## src/rtl/adder_8bit_pkg.sv

```systemverilog
// -----------------------------------------------------------------------------
// adder_8bit_pkg
// Purpose : Shared constants for the registered ripple-carry adder.
// Contents: ADDER_WIDTH - default operand/sum width (8 is the verified size).
// -----------------------------------------------------------------------------
package adder_8bit_pkg;

    localparam int ADDER_WIDTH = 8;

endpackage : adder_8bit_pkg

```

## src/rtl/adder_8bit_full_adder.sv

```systemverilog
// -----------------------------------------------------------------------------
// full_adder
// Purpose : One-bit full-adder cell, the building block of the ripple chain.
// Ports   : a, b - operand bits
//           ci   - carry in from the next-lower bit
//           s    - sum bit
//           co   - carry out to the next-higher bit
// -----------------------------------------------------------------------------
module full_adder (
    input  logic a,
    input  logic b,
    input  logic ci,
    output logic s,
    output logic co
);

    logic p;

    // Propagate term is shared between the sum and the carry.
    assign p  = a ^ b;
    assign s  = p ^ ci;
    assign co = (a & b) | (ci & p);

endmodule : full_adder

```

## src/rtl/adder_8bit.sv

```systemverilog
// -----------------------------------------------------------------------------
// adder_8bit
// Purpose : Unsigned WIDTH-bit adder with carry-in/carry-out. A ripple chain
//           of full_adder cells computes a + b + cin; the result is
//           registered once so downstream logic sees a glitch-free value
//           exactly one cycle after the operands are sampled.
// Ports   : clk   - clock, rising edge
//           rst_n - asynchronous active-low reset, clears sum/cout
//           a, b  - unsigned operands, WIDTH bits
//           cin   - carry into bit 0
//           sum   - registered (a + b + cin) mod 2**WIDTH
//           cout  - registered carry out of bit WIDTH-1
// -----------------------------------------------------------------------------
module adder_8bit
    import adder_8bit_pkg::*;
#(
    parameter int WIDTH = ADDER_WIDTH
) (
    input  logic             clk,
    input  logic             rst_n,
    input  logic [WIDTH-1:0] a,
    input  logic [WIDTH-1:0] b,
    input  logic             cin,
    output logic [WIDTH-1:0] sum,
    output logic             cout
);

    // c[i] is the carry into bit i; c[WIDTH] is the final carry out.
    logic [WIDTH:0]   c;
    logic [WIDTH-1:0] sum_d;
    logic             cout_d;
    logic [WIDTH-1:0] sum_q;
    logic             cout_q;

    assign c[0] = cin;

    for (genvar i = 0; i < WIDTH; i++) begin : g_fa
        full_adder u_fa (
            .a  (a[i]),
            .b  (b[i]),
            .ci (c[i]),
            .s  (sum_d[i]),
            .co (c[i+1])
        );
    end

    assign cout_d = c[WIDTH];

    always_ff @(posedge clk or negedge rst_n) begin
        if (!rst_n) begin
            sum_q  <= '0;
            cout_q <= 1'b0;
        end else begin
            sum_q  <= sum_d;
            cout_q <= cout_d;
        end
    end

    assign sum  = sum_q;
    assign cout = cout_q;

endmodule : adder_8bit

```

## config.mk

```make
export PLATFORM = sky130hd
export DESIGN_NAME = adder_8bit
export DESIGN_NICKNAME = d
export VERILOG_FILES = /design/src/rtl/adder_8bit_pkg.sv /design/src/rtl/adder_8bit_full_adder.sv /design/src/rtl/adder_8bit.sv
export SDC_FILE = /design/constraint.sdc
export NUM_CORES = 1
export LEC_CHECK = 0
export BUFFER_PORTS_ARGS = -buffer_cell sky130_fd_sc_hd__buf_2
export CORE_AREA = 2 2 39 41
export CTS_BUF_LIST = sky130_fd_sc_hd__clkbuf_8 sky130_fd_sc_hd__clkbuf_16
export DETAILED_ROUTE_END_ITERATION = 10
export DIE_AREA = 0 0 41 43
export MAX_ROUTING_LAYER = met4
export SYNTH_ARGS = -nofsm -noshare
export SYNTH_HDL_FRONTEND = slang
export SYNTH_HIERARCHICAL = 1
export SYNTH_SLANG_ARGS = --single-unit
```

## constraint.sdc

```tcl
create_clock -name clk -period 0.8 [get_ports clk]
set_input_delay 0.04 -clock clk [delete_from_list [all_inputs] [get_ports clk]]
set_output_delay 0.04 -clock clk [all_outputs]
set_load 0.02 [all_outputs]
```

==> results.py, run 1 <==
metrics = {
    "grt": {
        "grt_pass1_wl_um": 1030,
        "grt_pass1_vias": 283,
        "gr-usage-all-layers_pct": 10.1,
        "grt_max_degree": 10,
        "antenna_found_initial": 0,
        "overflow": 0,
    },
    "placement": {
        "place.gp.congestion": 0.588,
        "post_dp_cell_area_um2": 558,
        "port_buffers": 27,
        "hpwlAfterDp_um": 548,
    },
    "critical_path": {
        "crit_path_end_kind": "register",
        "path_buf_inv": 1,
        "arrival_ns": 3.05,
        "critical_path.cell_chain": "buf_6 > fa_2 > fa_2 > fa_2 > fa_2 > fa_2 > fa_2 > fa_2 > fa_1",
        "critPathCapture": "sum[7]$_DFF_PN0_",
        "critPathLaunch": "a[0]",
        "critPathMaxFanout": 1,
        "cp-start-kind": "input port",
        "crit_top_cell": "fa_2",
        "required_ns": 0.89,
        "path_delay_family": "adder cells",
        "cp.depth": 9,
        "cp_slowest_cell": "fa_1",
        "crit_type": "in -> reg",
        "max_stage_delay_ns": 0.43,
    },
    "finish": {
        "fillCellCount": 135,
        "multi_input_area_um2": 178,
        "final_cell_mix": "buf_2, dfrtp_1, fa_2, clkbuf_8, buf_6",
        "design_area_um2": 626,
        "area_delta_synth_final_pct": 62.3,
        "seqCellArea_um2": 225,
        "final_util_pct": 45.2,
        "n_antenna_cell": 0,
        "drive_gt1_share_pct": 75.5,
        "finish.net_count": 77,
        "final_common_cell": "buf_2",
    },
    "floorplanning": {
        "pin_count": 28,
        "die_h_um": 43,
        "die_area_um2": 1760,
        "design.core.area_um2": 1380,
        "die_x_um": 41,
        "start_util_pct": 27.8,
        "fp-row-count": 14,
    },
    "sta": {
        "worst_slew_pin_slew_ns": 0.185,
        "finalSetupViolations": 8,
        "setup_slack_ns": -2.16,
        "fmax_mhz": 338,
        "slew_headroom_pct": 87.7,
        "finalMaxSlewViolations": 0,
        "grt_setup_unrepaired": "yes",
        "hold_viol": 0,
        "period_needed_ns": 2.96,
        "finalCritPeriodShare_pct": 370,
    },
    "outcome": {
        "outcome": "finished, violations left",
        "violations": "setup timing",
    },
    "min_path": {
        "min_path_type": "in -> reg",
    },
    "routing": {
        "totalWireLength_um": 617,
        "wl_per_cell_um": 9.49,
        "drc": 0,
        "ant_nets": 0,
        "drt_iter0_drc": 0,
        "num_vias": 255,
        "viasPerCell": 3.92,
        "dr.pass1.iters": 1,
    },
    "clock_tree": {
        "cts_sinks": 9,
        "h-tree-depth": 1,
        "root_buffer": "clkbuf_8",
        "clock_path_buffers": 2,
        "clk_pin_slew_worst_paths_ns": 0.04,
        "cts_buffers": 3,
        "tritoncts": "done",
    },
    "synthesis": {
        "synth-warning-count": 6,
        "synthesis.nets": 44,
        "syn_area_per_cell_um2": 22.7,
        "synthCells": 17,
        "synth_seq_area_share_pct": 58.4,
        "syn-cell-area_um2": 385,
        "ys_ff_latch": 9,
        "synth_cell_types": 2,
    },
    "power": {
        "power.density_nw_per_um2": 2230,
        "max-vdd-ir-drop_mv": 0.642,
        "power_leakage_nw": 0.299,
    },
    "flow_run": {
        "maxCapViolCount": 0,
    },
}
## power by group
| group | internal (mW) | total, mW | switching [mW] |
|---|---|---|---|
| registers | 0.538 | 0.554 | 0.0158 |
| logic | 0.152 | 0.362 | 0.210 |
| clock network | 0.331 | 0.480 | 0.149 |
| total | 1.02 | 1.40 | 0.374 |
## stage by stage
stage	setup TNS, ns	total power, mW	hold WS [ns]	worst slack, ns	cells
global route	-10.33	1.50	0.0885	-2.21	65
finish	-10.02	1.40	0.0914	-2.16	65
CTS	-10.03	1.42	0.0901	-2.15	65
detailed placement	-12.08	0.917	-0.105	-2.41	60
global placement	-11.99	0.911	-0.106	-2.41	60
floorplan	-10.74	0.741	-0.256	-2.22	17
## logic make-up after synthesis
group	count (synthesis)	share of synthesized area, %
flip-flops	9	58.4
adder cells (fa/ha/maj)	8	41.6
## what timing repair did
item	in CTS	in global routing
hold endpoints to repair	9	0
gates resized for setup	1	2
hold buffers	1	0
setup buffers	0	0
endpoints found under the setup margin	8	9
## area by class of cell
cell class	instances	share of cell area (%)
flip-flops and latches	9	36.0
multi-input cells	8	28.4
clock inverters	1	0.600
well taps	16	3.20
clock buffers	3	6.60
repair buffers	28	25.2
## per-layer routing
| metal | wire length (um) | track usage [%] |
|---|---|---|
| met1 | 192 | 9.44 |
| met2 | 328 | 14.1 |
| met3 | 76 | 3.14 |
| met4 | 19 | 12.0 |
| met5 | 0 | - |
## registers in the layout, indices dropped and copies added (netlist names)
register	flops
sum	8
cout	1
## cells in the mapped netlist, drive strengths merged
| cell type | count | area [um^2] |
|---|---|---|
| dfrtp | 9 | 225 |
| fa | 8 | 160 |
## how the worst min path moves through the flow
stage	depth (start not counted)	slack, ns	to	startpoint
2_1_floorplan	0	-0.26	cout$_DFF_PN0_	rst_n
3_3_place_gp	1	-0.11	sum[5]$_DFF_PN0_	rst_n
3_5_place_dp	1	-0.10	sum[6]$_DFF_PN0_	rst_n
4_1_cts	2	0.09	sum[7]$_DFF_PN0_	b[7]
5_1_grt	2	0.09	sum[7]$_DFF_PN0_	b[7]
6_report	2	0.09	sum[7]$_DFF_PN0_	b[7]
Note: power is estimated with default switching activity, not from simulation.
==> run 2, diff against run 1 <==
--- a/config.mk
+++ b/config.mk
@@ -11,6 +11,7 @@
 export DETAILED_ROUTE_END_ITERATION = 10
 export DIE_AREA = 0 0 41 43
 export MAX_ROUTING_LAYER = met4
+export REMOVE_ABC_BUFFERS = 1
 export SYNTH_ARGS = -nofsm -noshare
 export SYNTH_HDL_FRONTEND = slang
 export SYNTH_HIERARCHICAL = 1
==> results.py, run 2 (synthesized netlist as in run 1, its figures left out) <==
metrics = {
    "power": {
        "max-vdd-ir-drop_mv": 0.667,
        "power.density_nw_per_um2": 2240,
        "clock_power_share_pct": 35.1,
        "p_sw_uw": 379,
        "pwr-share-seq_pct": 39.7,
        "p_sw_share_pct": 27.3,
        "pwr-share-comb_pct": 25.2,
        "power_leakage_nw": 0.297,
        "power.internal_mw": 1.01,
    },
    "floorplanning": {
        "die_x_um": 41,
        "design.core.area_um2": 1380,
        "start_util_pct": 27.8,
        "die_h_um": 43,
        "pin_count": 28,
        "die_area_um2": 1760,
        "fp-row-count": 14,
    },
    "critical_path": {
        "required_ns": 0.90,
        "crit_top_cell": "fa_2",
        "critPathMaxFanout": 1,
        "max_stage_delay_ns": 0.43,
        "cp_slowest_cell": "fa_1",
        "crit_type": "in -> reg",
        "crit_path_end_kind": "register",
        "arrival_ns": 3.05,
        "cp-start-kind": "input port",
        "critical_path.cell_chain": "buf_6 > fa_2 > fa_2 > fa_2 > fa_2 > fa_2 > fa_2 > fa_2 > fa_1",
    },
    "routing": {
        "wl_per_cell_um": 9.25,
        "drt_iter0_drc": 2,
        "ant_nets": 0,
        "dr.pass1.iters": 4,
        "totalWireLength_um": 601,
        "viasPerCell": 4.00,
        "drc": 0,
        "num_vias": 260,
    },
    "placement": {
        "dp_cells": 60,
        "port_buffers": 27,
        "place.gp.congestion": 0.579,
        "post_dp_cell_area_um2": 541,
        "place_ws_ns": -2.72,
    },
    "grt": {
        "gr-usage-all-layers_pct": 9.64,
        "overflow": 0,
        "grt_pass1_vias": 242,
        "grt_max_degree": 10,
        "antenna_found_initial": 0,
        "grt_pass1_wl_um": 924,
    },
    "finish": {
        "area_delta_synth_final_pct": 60.7,
        "n_antenna_cell": 0,
        "largest_reg_flops": 8,
        "final_cell_mix": "buf_2, dfrtp_1, fa_2, clkbuf_8",
        "final_common_cell": "buf_2",
        "finish.net_count": 77,
        "drive_gt1_share_pct": 75.5,
        "fillCellCount": 137,
        "final_cells": 65,
        "design_area_um2": 619,
        "final_util_pct": 44.8,
    },
    "clock_tree": {
        "h-tree-depth": 1,
        "cts_sinks": 9,
        "root_buffer": "clkbuf_8",
        "tritoncts": "done",
        "clock_path_buffers": 2,
        "cts_buffers": 3,
        "clk_pin_slew_worst_paths_ns": 0.04,
    },
    "outcome": {
        "outcome": "finished, violations left",
        "violations": "setup timing",
    },
    "sta": {
        "fmax_mhz": 339,
        "finalSetupViolations": 8,
        "worst_slew_pin_slew_ns": 0.181,
        "finalMaxSlewViolations": 0,
        "finalCritPeriodShare_pct": 369,
        "setup_slack_ns": -2.15,
        "holdWs_ns": 0.0868,
        "slew_headroom_pct": 88.0,
        "hold_viol": 0,
        "grt_setup_unrepaired": "yes",
        "period_needed_ns": 2.95,
    },
    "flow_run": {
        "maxCapViolCount": 0,
    },
    "min_path": {
        "min_path_type": "in -> reg",
    },
}
## run 2: cell count changes in the layout (fill, tap and decap cells not counted)
cell   before  now
buf_2      25   26
buf_6       2    1
## run 2: power by group through the flow
stage | sequential (mW) | combinational (mW) | clock, mW
6_report | 0.553 | 0.350 | 0.488
5_1_grt | 0.561 | 0.398 | 0.527
4_1_cts | 0.553 | 0.359 | 0.503
3_5_place_dp | 0.560 | 0.341 | 0
3_3_place_gp | 0.561 | 0.335 | 0
2_1_floorplan | 0.676 | 0.0564 | 0
## run 2: timing repair
| item | CTS | global route |
|---|---|---|
| pin swaps | 1 | 0 |
| hold buffers | 1 | 0 |
| setup endpoints to repair | 8 | 8 |
| endpoints found under the hold margin | 9 | 0 |
| setup buffers | 0 | 0 |
| gates resized for setup | 8 | 0 |
| cloned | 0 | 0 |
## run 2: cell type report
class	count	area [um^2]	area share [%]
clock buffers	3	41.3	6.67
flip-flops and latches	9	225	36.4
well taps	16	20.0	3.23
multi-input cells	8	178	28.7
clock inverters	1	3.75	0.606
repair buffers	28	151	24.4
## run 2: final timing paths
check	end	startpoint	cells past startpoint	slack, ns
hold / removal	sum[7]$_DFF_PN0_	b[7]	2	0.09
setup / recovery	sum[7]$_DFF_PN0_	a[0]	9	-2.15
min in group asynchronous	sum[3]$_DFF_PN0_	rst_n	2	0.19
max in group asynchronous	cout$_DFF_PN0_	rst_n	2	0.45
## run 2: metal layers
| metal | share of wire (%) | up-vias | track usage, % |
|---|---|---|---|
| met4 | 6.2 | 0 | 14.0 |
| met2 | 49 | 20 | 12.5 |
| li1 | - | 114 | - |
| met3 | 14 | 4 | 3.14 |
| met5 | 0 | - | - |
| met1 | 31 | 122 | 8.48 |
## run 2: through the flow
stage,power (mW),TNS [ns]
after floorplan,0.733,-11.88
after global placement,0.895,-13.20
after detailed placement,0.901,-13.40
after CTS,1.42,-10.01
after global routing,1.49,-10.26
final,1.39,-10.01
## run 2: worst max-delay path, delay by kind of cell
kind / cells / cell delay [ns]
adders and majority gates: 8 / 2.91
buffers and inverters: 1 / 0.09
==> run 3, diff against run 2 <==
--- a/config.mk
+++ b/config.mk
@@ -5,11 +5,11 @@
 export SDC_FILE = /design/constraint.sdc
 export NUM_CORES = 1
 export LEC_CHECK = 0
-export BUFFER_PORTS_ARGS = -buffer_cell sky130_fd_sc_hd__buf_2
-export CORE_AREA = 2 2 39 41
+export BUFFER_PORTS_ARGS = -buffer_cell sky130_fd_sc_hd__clkbuf_2
+export CORE_MARGIN = 2
+export CORE_UTILIZATION = 25
 export CTS_BUF_LIST = sky130_fd_sc_hd__clkbuf_8 sky130_fd_sc_hd__clkbuf_16
 export DETAILED_ROUTE_END_ITERATION = 10
-export DIE_AREA = 0 0 41 43
 export MAX_ROUTING_LAYER = met4
 export REMOVE_ABC_BUFFERS = 1
 export SYNTH_ARGS = -nofsm -noshare
==> constraint.sdc (replaced) <==
create_clock -name clk -period 0.8 [get_ports clk]
set_input_delay 0.24 -clock clk [delete_from_list [all_inputs] [get_ports clk]]
set_output_delay 0.24 -clock clk [all_outputs]
set_load 0.02 [all_outputs]
==> results.py, run 3 (synthesized netlist as in run 1, its figures left out) <==
metrics = {
    "placement": {
        "hpwlAfterDp_um": 580,
        "place.gp.congestion": 0.610,
        "post_dp_cell_area_um2": 541,
        "port_buffers": 27,
    },
    "outcome": {
        "outcome": "finished, violations left",
        "violations": "setup timing",
    },
    "finish": {
        "area_delta_synth_final_pct": 75.3,
        "finish.net_count": 77,
        "drive_gt1_share_pct": 75.5,
        "final_common_cell": "clkbuf_2",
        "design_area_um2": 676,
        "n_antenna_cell": 0,
        "final_util_pct": 45.9,
        "final_cell_mix": "clkbuf_2, buf_6, dfrtp_1, fa_2, clkbuf_8",
        "largest_reg_flops": 8,
    },
    "grt": {
        "gr-usage-all-layers_pct": 9.59,
        "grt_pass1_vias": 273,
        "use_met2_pct": 14.9,
        "grtUsageMet3_pct": 0.851,
        "grtUsageMet1_pct": 9.72,
        "antenna_found_initial": 0,
        "grt.busiest_layer": "met2",
        "grt_max_degree": 10,
        "grt_pass1_wl_um": 1140,
        "overflow": 0,
    },
    "clock_tree": {
        "h-tree-depth": 1,
        "cts_buffers": 3,
        "cts_sinks": 9,
        "tritoncts": "done",
        "cts_setup_buffers": 0,
        "clock_path_buffers": 2,
        "clk_pin_slew_worst_paths_ns": 0.04,
        "root_buffer": "clkbuf_8",
    },
    "min_path": {
        "min_delay_worst_endpoint": "sum[7]$_DFF_PN0_",
        "min_path_type": "in -> reg",
        "hold_path_depth": 2,
        "min_from": "b[7]",
    },
    "critical_path": {
        "critPathMaxFanout": 1,
        "path_delay_family": "adder cells",
        "required_ns": 0.90,
        "arrival_ns": 3.24,
        "crit_path_end_kind": "register",
        "crit_type": "in -> reg",
        "cp_slowest_cell": "fa_1",
        "cp-start-kind": "input port",
        "path_buf_inv": 1,
        "max_stage_delay_ns": 0.43,
        "crit_top_cell": "fa_2",
        "critical_path.cell_chain": "buf_6 > fa_2 > fa_2 > fa_2 > fa_2 > fa_2 > fa_2 > fa_2 > fa_1",
    },
    "routing": {
        "viasPerCell": 3.72,
        "num_vias": 242,
        "wl_per_cell_um": 10.6,
        "ant_nets": 0,
        "drt_iter0_drc": 2,
        "totalWireLength_um": 689,
        "dr.pass1.iters": 2,
        "drc": 0,
    },
    "sta": {
        "period_needed_ns": 3.14,
        "hold_viol": 0,
        "worst_slew_pin_slew_ns": 0.216,
        "setup_slack_ns": -2.34,
        "slew_headroom_pct": 85.6,
        "grt_setup_unrepaired": "yes",
        "fmax_mhz": 318,
        "finalCritPeriodShare_pct": 393,
        "finalSetupViolations": 17,
        "finalMaxSlewViolations": 0,
    },
    "flow_run": {
        "maxCapViolCount": 0,
    },
    "floorplanning": {
        "die_h_um": 43.3,
        "die_area_um2": 1870,
        "design.core.area_um2": 1470,
        "pin_count": 28,
        "fp-row-count": 14,
        "start_util_pct": 26.2,
        "die_x_um": 43.3,
    },
    "power": {
        "max-vdd-ir-drop_mv": 0.678,
        "power.density_nw_per_um2": 2250,
        "power_leakage_nw": 0.320,
    },
}
-- run 3: stage by stage --
step | power (mW) | hold slack, ns | worst slack [ns] | TNS [ns] | std cells
floorplan | 0.733 | -0.0556 | -2.69 | -13.50 | 17
global placement | 0.902 | 0.101 | -2.90 | -14.94 | 60
detailed placement | 0.909 | 0.103 | -2.93 | -15.25 | 60
CTS | 1.43 | 0.288 | -2.34 | -13.09 | 65
global route | 1.61 | 0.317 | -2.44 | -13.43 | 65
finish | 1.52 | 0.291 | -2.34 | -12.86 | 65
-- run 3: worst max-delay path by stage --
| stage | start | to | cells after the start |
|---|---|---|---|
| 6_report | a[0] | sum[7]$_DFF_PN0_ | 9 |
| 5_1_grt | a[0] | sum[7]$_DFF_PN0_ | 9 |
| 4_1_cts | a[0] | sum[7]$_DFF_PN0_ | 9 |
| 3_5_place_dp | a[0] | sum[7]$_DFF_PN0_ | 9 |
| 3_3_place_gp | a[0] | sum[7]$_DFF_PN0_ | 9 |
| 2_1_floorplan | a[0] | sum[7]$_DFF_PN0_ | 8 |
-- run 3: per-layer routing --
layer  up-vias  routed length (um)
li1        114                   -
met1       114                 208
met2        14                 421
met3         0                  59
met4         0                   0
met5         -                   0
-- run 3: what timing repair did --
action	in CTS	in global routing
cloned	0	0
hold buffers	1	0
endpoints found under the setup margin	17	17
pin swaps	0	0
resized for setup	7	28
hold endpoints to repair	9	0
-- run 3: area by class of cell --
class	instances	area, um^2
flip-flops and latches	9	225
clock buffers	3	41.3
repair buffers	28	208
fillers	143	796
multi-input cells	8	178
well taps	16	20.0
clock inverters	1	3.75
-- run 3: report_power, final --
group	switching [mW]	internal (mW)
clock network	0.159	0.332
logic	0.213	0.241
registers	0.0341	0.539
total	0.406	1.11
